===== config.mk =====
export PLATFORM = sky130hd
export DESIGN_NAME = mem_arbiter
export DESIGN_NICKNAME = d
export VERILOG_FILES = /design/src/rtl/mem_pkg.sv /design/src/rtl/mem_arbiter.sv
export SDC_FILE = /design/constraint.sdc
export NUM_CORES = 1
export LEC_CHECK = 0
export ABC_AREA = 1
export CAP_MARGIN = 10
export CORE_MARGIN = 5
export CORE_UTILIZATION = 39
export CTS_CLUSTER_SIZE = 14
export DETAILED_ROUTE_END_ITERATION = 16
export PLACE_DENSITY = 0.8
export SYNTH_ARGS = -nofsm -noshare
export SYNTH_HDL_FRONTEND = slang
export SYNTH_SLANG_ARGS = --single-unit

===== constraint.sdc =====
create_clock -name CLK -period 2.2 [get_ports CLK]
set_clock_uncertainty 0.2 [all_clocks]
set_input_delay 0.33 -clock CLK [delete_from_list [all_inputs] [get_ports CLK]]
set_output_delay 0.33 -clock CLK [all_outputs]
set_load 0.03 [all_outputs]

===== src/rtl/mem_pkg.sv =====
// Opcode constants, arbiter FSM encoding and access classification shared by mem_arbiter and memory_wr.
package mem_pkg;

    localparam logic [2:0] OP_LB   = 3'b000;
    localparam logic [2:0] OP_LBU  = 3'b001;
    localparam logic [2:0] OP_LHW  = 3'b010;
    localparam logic [2:0] OP_LHWU = 3'b011;
    localparam logic [2:0] OP_LW   = 3'b100;
    localparam logic [2:0] OP_SB   = 3'b101;
    localparam logic [2:0] OP_SHW  = 3'b110;
    localparam logic [2:0] OP_SW   = 3'b111;

    typedef enum logic [1:0] {
        ST_IDLE  = 2'd0,
        ST_ISSUE = 2'd1,
        ST_WAIT  = 2'd2,
        ST_RESP  = 2'd3
    } state_t;

    function automatic logic is_store(input logic [2:0] op);
        return (op == OP_SB) || (op == OP_SHW) || (op == OP_SW);
    endfunction

    function automatic logic misaligned(input logic [2:0] op, input logic [11:0] addr);
        logic bad;
        bad = 1'b0;
        case (op)
            OP_LHW, OP_LHWU, OP_SHW: bad = addr[0];
            OP_LW, OP_SW:            bad = |addr[1:0];
            default:                 bad = 1'b0;
        endcase
        return bad;
    endfunction

endpackage


===== src/rtl/mem_arbiter.sv =====
// Two-port round-robin arbiter in front of a single data memory; misaligned accesses are rejected locally.
// Latency from request seen in IDLE to ack: error 1, store 2, load RD_LAT+2; requests are only sampled in IDLE.
module mem_arbiter
    import mem_pkg::*;
#(
    parameter int RD_LAT = 2
) (
    input  logic        CLK,
    input  logic        RSTn,
    input  logic        req0,
    input  logic        req1,
    input  logic [2:0]  op0,
    input  logic [2:0]  op1,
    input  logic [11:0] addr0,
    input  logic [11:0] addr1,
    input  logic [31:0] wdata0,
    input  logic [31:0] wdata1,
    output logic        ack0,
    output logic        ack1,
    output logic        err0,
    output logic        err1,
    output logic [31:0] rdata0,
    output logic [31:0] rdata1,
    output logic        mem_stall,
    output logic [2:0]  mem_opcode,
    output logic [11:0] mem_addr,
    output logic [31:0] mem_wdata,
    input  logic [31:0] mem_rdata,
    output logic        busy
);

    state_t      state;
    logic        ptr;
    logic        grant;
    logic [2:0]  cnt;
    logic [31:0] cap;

    logic        any_req;
    logic        gnt;
    logic [2:0]  sel_op;
    logic [11:0] sel_addr;
    logic [31:0] sel_wdata;
    logic        sel_bad;

    assign any_req   = req0 | req1;
    assign gnt       = (req0 && req1) ? ptr : req1;
    assign sel_op    = gnt ? op1    : op0;
    assign sel_addr  = gnt ? addr1  : addr0;
    assign sel_wdata = gnt ? wdata1 : wdata0;
    assign sel_bad   = misaligned(sel_op, sel_addr);

    // cap is cleared on every grant, so stores and rejected accesses return zero.
    assign rdata0 = ack0 ? cap : 32'd0;
    assign rdata1 = ack1 ? cap : 32'd0;

    always_ff @(posedge CLK or negedge RSTn) begin
        if (!RSTn) begin
            state      <= ST_IDLE;
            ptr        <= 1'b0;
            grant      <= 1'b0;
            cnt        <= 3'd0;
            cap        <= 32'd0;
            ack0       <= 1'b0;
            ack1       <= 1'b0;
            err0       <= 1'b0;
            err1       <= 1'b0;
            mem_stall  <= 1'b1;
            mem_opcode <= 3'd0;
            mem_addr   <= 12'd0;
            mem_wdata  <= 32'd0;
            busy       <= 1'b0;
        end else begin
            ack0      <= 1'b0;
            ack1      <= 1'b0;
            err0      <= 1'b0;
            err1      <= 1'b0;
            mem_stall <= 1'b1;
            case (state)
                ST_IDLE: begin
                    if (any_req) begin
                        grant      <= gnt;
                        ptr        <= ~gnt;
                        mem_opcode <= sel_op;
                        mem_addr   <= sel_addr;
                        mem_wdata  <= sel_wdata;
                        cap        <= 32'd0;
                        busy       <= 1'b1;
                        if (sel_bad) begin
                            state <= ST_RESP;
                            ack0  <= ~gnt;
                            ack1  <= gnt;
                            err0  <= ~gnt;
                            err1  <= gnt;
                        end else begin
                            state     <= ST_ISSUE;
                            mem_stall <= 1'b0;
                        end
                    end
                end
                ST_ISSUE: begin
                    if (is_store(mem_opcode)) begin
                        state <= ST_RESP;
                        ack0  <= ~grant;
                        ack1  <= grant;
                    end else begin
                        state <= ST_WAIT;
                        cnt   <= 3'(RD_LAT - 1);
                    end
                end
                ST_WAIT: begin
                    if (cnt == 3'd0) begin
                        state <= ST_RESP;
                        cap   <= mem_rdata;
                        ack0  <= ~grant;
                        ack1  <= grant;
                    end else begin
                        cnt <= cnt - 3'd1;
                    end
                end
                ST_RESP: begin
                    state <= ST_IDLE;
                    busy  <= 1'b0;
                end
                default: begin
                    state <= ST_IDLE;
                    busy  <= 1'b0;
                end
            endcase
        end
    end

endmodule


==> results of run 1 <==
## timing repair
item                      4_1_cts  5_1_grt
hold buffers                    1        0
setup buffers                   0        0
hold endpoints to repair       34        0
resized for setup               0        0
## flip-flops by register name, indices dropped and copies added (netlist names), 2 cells and up
| name | cells |
|---|---|
| state | 2 |
| mem_addr | 12 |
| cap | 32 |
| mem_wdata | 32 |
| cnt | 3 |
| mem_opcode | 3 |
## cell families after synthesis
family / count (synthesis) / synth area share
and+or+nand+nor: 326 / 0.291
buffers and inverters: 147 / 0.138
DFF: 92 / 0.491
AOI/OAI and AO/OA: 53 / 0.0609
adders and majority gates: 7 / 0.0187
## per-layer routing
layer  vias to the layer above  part of all wire  global-route usage
met5                         -                 0                   0
met4                         0             0.030              0.0931
met3                        28              0.13              0.0952
met2                       226              0.45               0.327
met1                      2174              0.39               0.243
li1                       2377                 -                   -
## tightest hold or removal path, delay by kind of cell, from the launching register on
family | cells | cell delay (ps)
simple gates | 2 | 120
flops | 1 | 340
## per-stage QoR
step,area (um^2),hold WS [ps]
6_report,7550,296
5_1_grt,7550,323
4_1_cts,7550,300
3_5_place_dp,7150,133
3_3_place_gp,7150,126
2_1_floorplan,4690,-166
## power by group
group / leakage (nW) / internal, mW / switching [mW]
registers: 1.15 / 2.47 / 0.467
clock network: 0.186 / 1.34 / 0.651
logic: 2.69 / 2.09 / 3.26
## layout by cell type, fill, tap and decap left out, drive strengths merged
cell type / instances
dlygate4sd3: 1
a31oi: 1
buf: 82
nor2: 9
clkinv: 2
o21ai: 43
nand2: 233
o22ai: 1
inv: 117
dfrtp: 91
a21oi: 7
dfstp: 1
clkinvlp: 1
clkbuf: 9
clkdlybuf4s50: 179
ha: 7
nand3b: 2
bufinv: 5
nand3: 82
o21bai: 1
## worst max-delay path by stage
stage          slack [ps]             to  depth (start not counted)       from
6_report              130      mem_stall                          1  mem_stall
5_1_grt                70         cap[2]                         10   state[0]
4_1_cts               110      mem_stall                          1  mem_stall
3_5_place_dp          170  mem_wdata[16]                          8       req0
3_3_place_gp          210        cap[16]                          8       req1
2_1_floorplan         380        cap[10]                         11   state[0]
## synth_stat cells (3+ instances only)
master	count	area [um^2]
ha_1	7	87.6
clkbuf_1	8	30.0
buf_6	10	113
buf_1	3	11.3
buf_2	4	20.0
inv_2	5	18.8
o21ai_0	28	140
nand2_1	230	863
dfrtp_1	91	2280
o21ai_1	15	75.1
buf_4	4	30.0
nor2_1	6	22.5
inv_1	112	420
a21oi_1	5	25.0
nand3_1	82	410
## area by class of cell
type	count	area, um^2	area share
Clock inverter	7	163	0.0215
Timing Repair Buffer	262	2490	0.330
Inverter	118	444	0.0588
Tap cell	147	184	0.0244
Clock buffer	9	225	0.0298
Multi-Input combinational cell	386	1740	0.230
Sequential cell	92	2300	0.305
==> impl_metrics.yaml, run 1 <==
synthesis:
  async_flop_share: 1.00
  synth-edff-count: 0
  synth_cells: 625
  yosysWarnings: 0
  avgSynthCellArea_um2: 7.50
  ys_types: 27
  netlist_area_um2: 4690
  ys_seq_elements: 92
  synthesis.nets: 762
  synth_top_flop_cell: "dfrtp_1"
  ys_seq_area_frac: 0.491
floorplan:
  top_level_ports: 247
  start_util: 0.394
  row_count: 40
  fp.coreArea_um2: 11900
  die_w_um: 120
  die_y_um: 120
  dieArea_um2: 14300
placement:
  hpwlAfterDp_um: 11500
  port_buffers: 246
  place_ws_ps: 168
  gp_congestion: 0.801
  dpl.cell_count: 1004
sta:
  layout_setup_ws_ps: 126
  finalHoldViolCount: 0
  report.final.slew_viol_count: 0
  maxSlewHeadroom: 0.671
  rsz0062_at_grt: "no"
  fmax_mhz: 482
  min_period_ps: 2070
  finalSetupTns_ps: 0
  setup_viol: 0
  worst_slew_pin_slew_ps: 493
  finalCritPeriodShare: 0.943
clocking:
  cts_tree: "done"
  cts-root-buf: "clkbuf_16"
  numCtsBuffers: 9
  htreeDepth: 3
  worstSkewPairLatency_ps: 340
  clk_pin_slew_ps: 70
  clk_path_buf_depth: 2
  cts_sinks: 92
global_route:
  antenna_found_initial: 0
  grtUsageTotal: 0.208
  grt_max_degree: 43
  grt_overflow: 0
  grt_pass1_wl_um: 23800
  grt_pass1_vias: 4814
worst_setup_path:
  path_class: "flip-flop to output port"
  path_max_fanout: 1
  cp-start-kind: "flip-flop"
  r2r_slack_ps: 220
  crit_chain: "clkdlybuf4s50_1"
  reg2reg_depth: 10
  crit_buf_inv: 1
  critical-path-top-delay-family: "buffers and inverters"
  slowest_stage: "clkdlybuf4s50_1"
  cpPeakStageDelay_ps: 690
  end_kind: "output port"
  worstPathArrival_ps: 1540
  r2r-end: "cap[18]"
  reg2reg_from: "state[0]"
  crit_required_ps: 1670
layout:
  final_util: 0.634
  final_nets: 1006
  diodes: 0
  drive_above_1_share: 0.129
  area_delta_synth_final_pct: 61.0
  fillers: 1058
  fin_cells: 1021
hold_path:
  min_to: "mem_wdata[11]"
  holdPathStages: 2
  hold_path.class: "flip-flop to flip-flop"
  hp-start: "mem_wdata[11]"
route:
  vias_per_cell: 4.71
  wl_per_cell_um: 14.6
  drt_first_pass_iters: 5
  drc: 0
  drtIter0Drc: 293
  vias: 4805
  routed_wl_um: 14900
  drtAntennaViolNets: 0
power:
  power.total_mw: 10.3
  peakVddDrop_uv: 833
  cellPowerDensity_nw_per_um2: 1360
  p_leak_nw: 4.03
outcome:
  status: "complete, no violations"
run:
  maxCapViolations: 0
Power figures use the tool's default switching activity.
==> run 2: changes to the inputs <==
- CORE_UTILIZATION: 39 -> 40
- PLACE_DENSITY: 0.8 -> 0.81
==> impl_metrics.yaml, run 2 (same netlist as run 1, synthesis figures left out) <==
clocking:
  htreeDepth: 3
  clk_path_buf_depth: 2
  cts_sinks: 92
  clk_pin_slew_ps: 60
  ctsHoldBuffers: 1
  numCtsBuffers: 9
  cts_resized: 0
  worstSkewPairLatency_ps: 330
  cts_setup_buffers: 0
  cts-root-buf: "clkbuf_16"
  cts_tree: "done"
worst_setup_path:
  path_max_fanout: 1
  worstPathArrival_ps: 1520
  crit_start: "mem_stall"
  reg2reg_from: "state[0]"
  end_kind: "output port"
  cp-start-kind: "flip-flop"
  crit_required_ps: 1670
  path_class: "flip-flop to output port"
  slowest_stage: "clkdlybuf4s50_1"
  critical-path-top-delay-family: "buffers and inverters"
  crit_chain: "clkdlybuf4s50_1"
  crit_buf_inv: 1
  cpPeakStageDelay_ps: 680
global_route:
  met1_usage: 0.241
  grtUsageTotal: 0.201
  busiest_layer: "met2"
  antenna_found_initial: 0
  grt_pass1_wl_um: 23100
  grt_overflow: 0
  use_met3: 0.0917
  grt_pass1_vias: 4559
  met2_usage: 0.327
  grt_max_degree: 93
placement:
  place_ws_ps: 117
  hpwlAfterDp_um: 10900
  placed_cell_area_um2: 7140
  port_buffers: 246
  gp_congestion: 0.826
floorplan:
  start_util: 0.409
  top_level_ports: 247
  row_count: 39
  fp.coreArea_um2: 11500
  die_w_um: 118
  die_y_um: 118
  dieArea_um2: 14000
sta:
  report.final.slew_viol_count: 0
  rsz0062_at_grt: "no"
  finalCritPeriodShare: 0.934
  fmax_mhz: 487
  layout_setup_ws_ps: 146
  setup_viol: 0
  min_period_ps: 2050
  maxSlewHeadroom: 0.663
  worst_slew_pin_slew_ps: 505
  finalSetupTns_ps: 0
  finalHoldViolCount: 0
power:
  p_leak_nw: 3.99
  peakVddDrop_uv: 808
  cellPowerDensity_nw_per_um2: 1330
layout:
  final_nets: 1003
  diodes: 0
  final_cell_mix: "nand2_1 (230), clkdlybuf4s50_1 (179), inv_1 (112)"
  area_delta_synth_final_pct: 59.2
  top_regs: "cap: 32 flops, mem_wdata: 32 flops, mem_addr: 12 flops"
  drive_above_1_share: 0.125
  final_common_cell: "nand2_1"
  final_area_um2: 7460
hold_path:
  hp-start: "mem_addr[4]"
  hold_path.class: "flip-flop to flip-flop"
route:
  vias_per_cell: 4.61
  drtAntennaViolNets: 0
  wl_per_cell_um: 14.1
  vias: 4679
  routed_wl_um: 14300
  drt_first_pass_iters: 4
  drc: 0
  drtIter0Drc: 296
run:
  maxCapViolations: 0
outcome:
  status: "complete, no violations"
-- run 2: final timing paths --
| path | to | slack [ps] | depth (start not counted) |
|---|---|---|---|
| worst max-delay path | mem_stall | 150 | 1 |
| worst min-delay path | mem_addr[4] | 300 | 2 |
| worst max register to register | cap[22] | 280 | 10 |
| worst min register to register | mem_addr[4] | 300 | 2 |
| max in group asynchronous | mem_wdata[14] | 1010 | 3 |
| min in group asynchronous | cap[12] | 390 | 3 |
-- run 2: area by class of cell --
class / instances / area (um^2)
flip-flops and latches: 92 / 2300
multi-input cells: 386 / 1740
repair buffers: 259 / 2480
inverters: 118 / 444
clock buffers: 11 / 243
clock inverters: 5 / 75.1
fillers: 1014 / 4000
well taps: 143 / 179
-- run 2: per-stage QoR --
step | total power [mW] | hold WS, ps | utilization | cells
floorplan | 6.26 | -166 | - | 625
global placement | 8.24 | 221 | 0.622 | 997
detailed placement | 8.34 | 226 | 0.622 | 997
CTS | 10.0 | 299 | 0.651 | 1014
global route | 10.6 | 319 | 0.651 | 1014
finish | 9.91 | 297 | 0.651 | 1014
-- run 2: report_power, final --
group / internal [mW] / switching (mW) / leakage, nW / total (mW)
logic: 2.10 / 3.22 / 2.68 / 5.33
registers: 2.47 / 0.477 / 1.15 / 2.94
clock network: 1.02 / 0.623 / 0.159 / 1.64
total: 5.59 / 4.32 / 3.99 / 9.91
-- run 2: per-layer routing --
layer / wire [um] / part of all wire
met5: 0 / 0
met4: 208 / 0.015
met3: 1650 / 0.12
met2: 6540 / 0.46
met1: 5920 / 0.41
-- run 2: tightest hold or removal path, stage by stage, from the launching register on --
cell and delay, ps:
dfrtp_1 340, nand2_1 50, nand3_1 70
==> run 3: changes to the inputs <==
- SKIP_LAST_GASP: unset -> 1
==> results of run 3 <==
Final layout, timing and power as in run 2 (identical DEF).
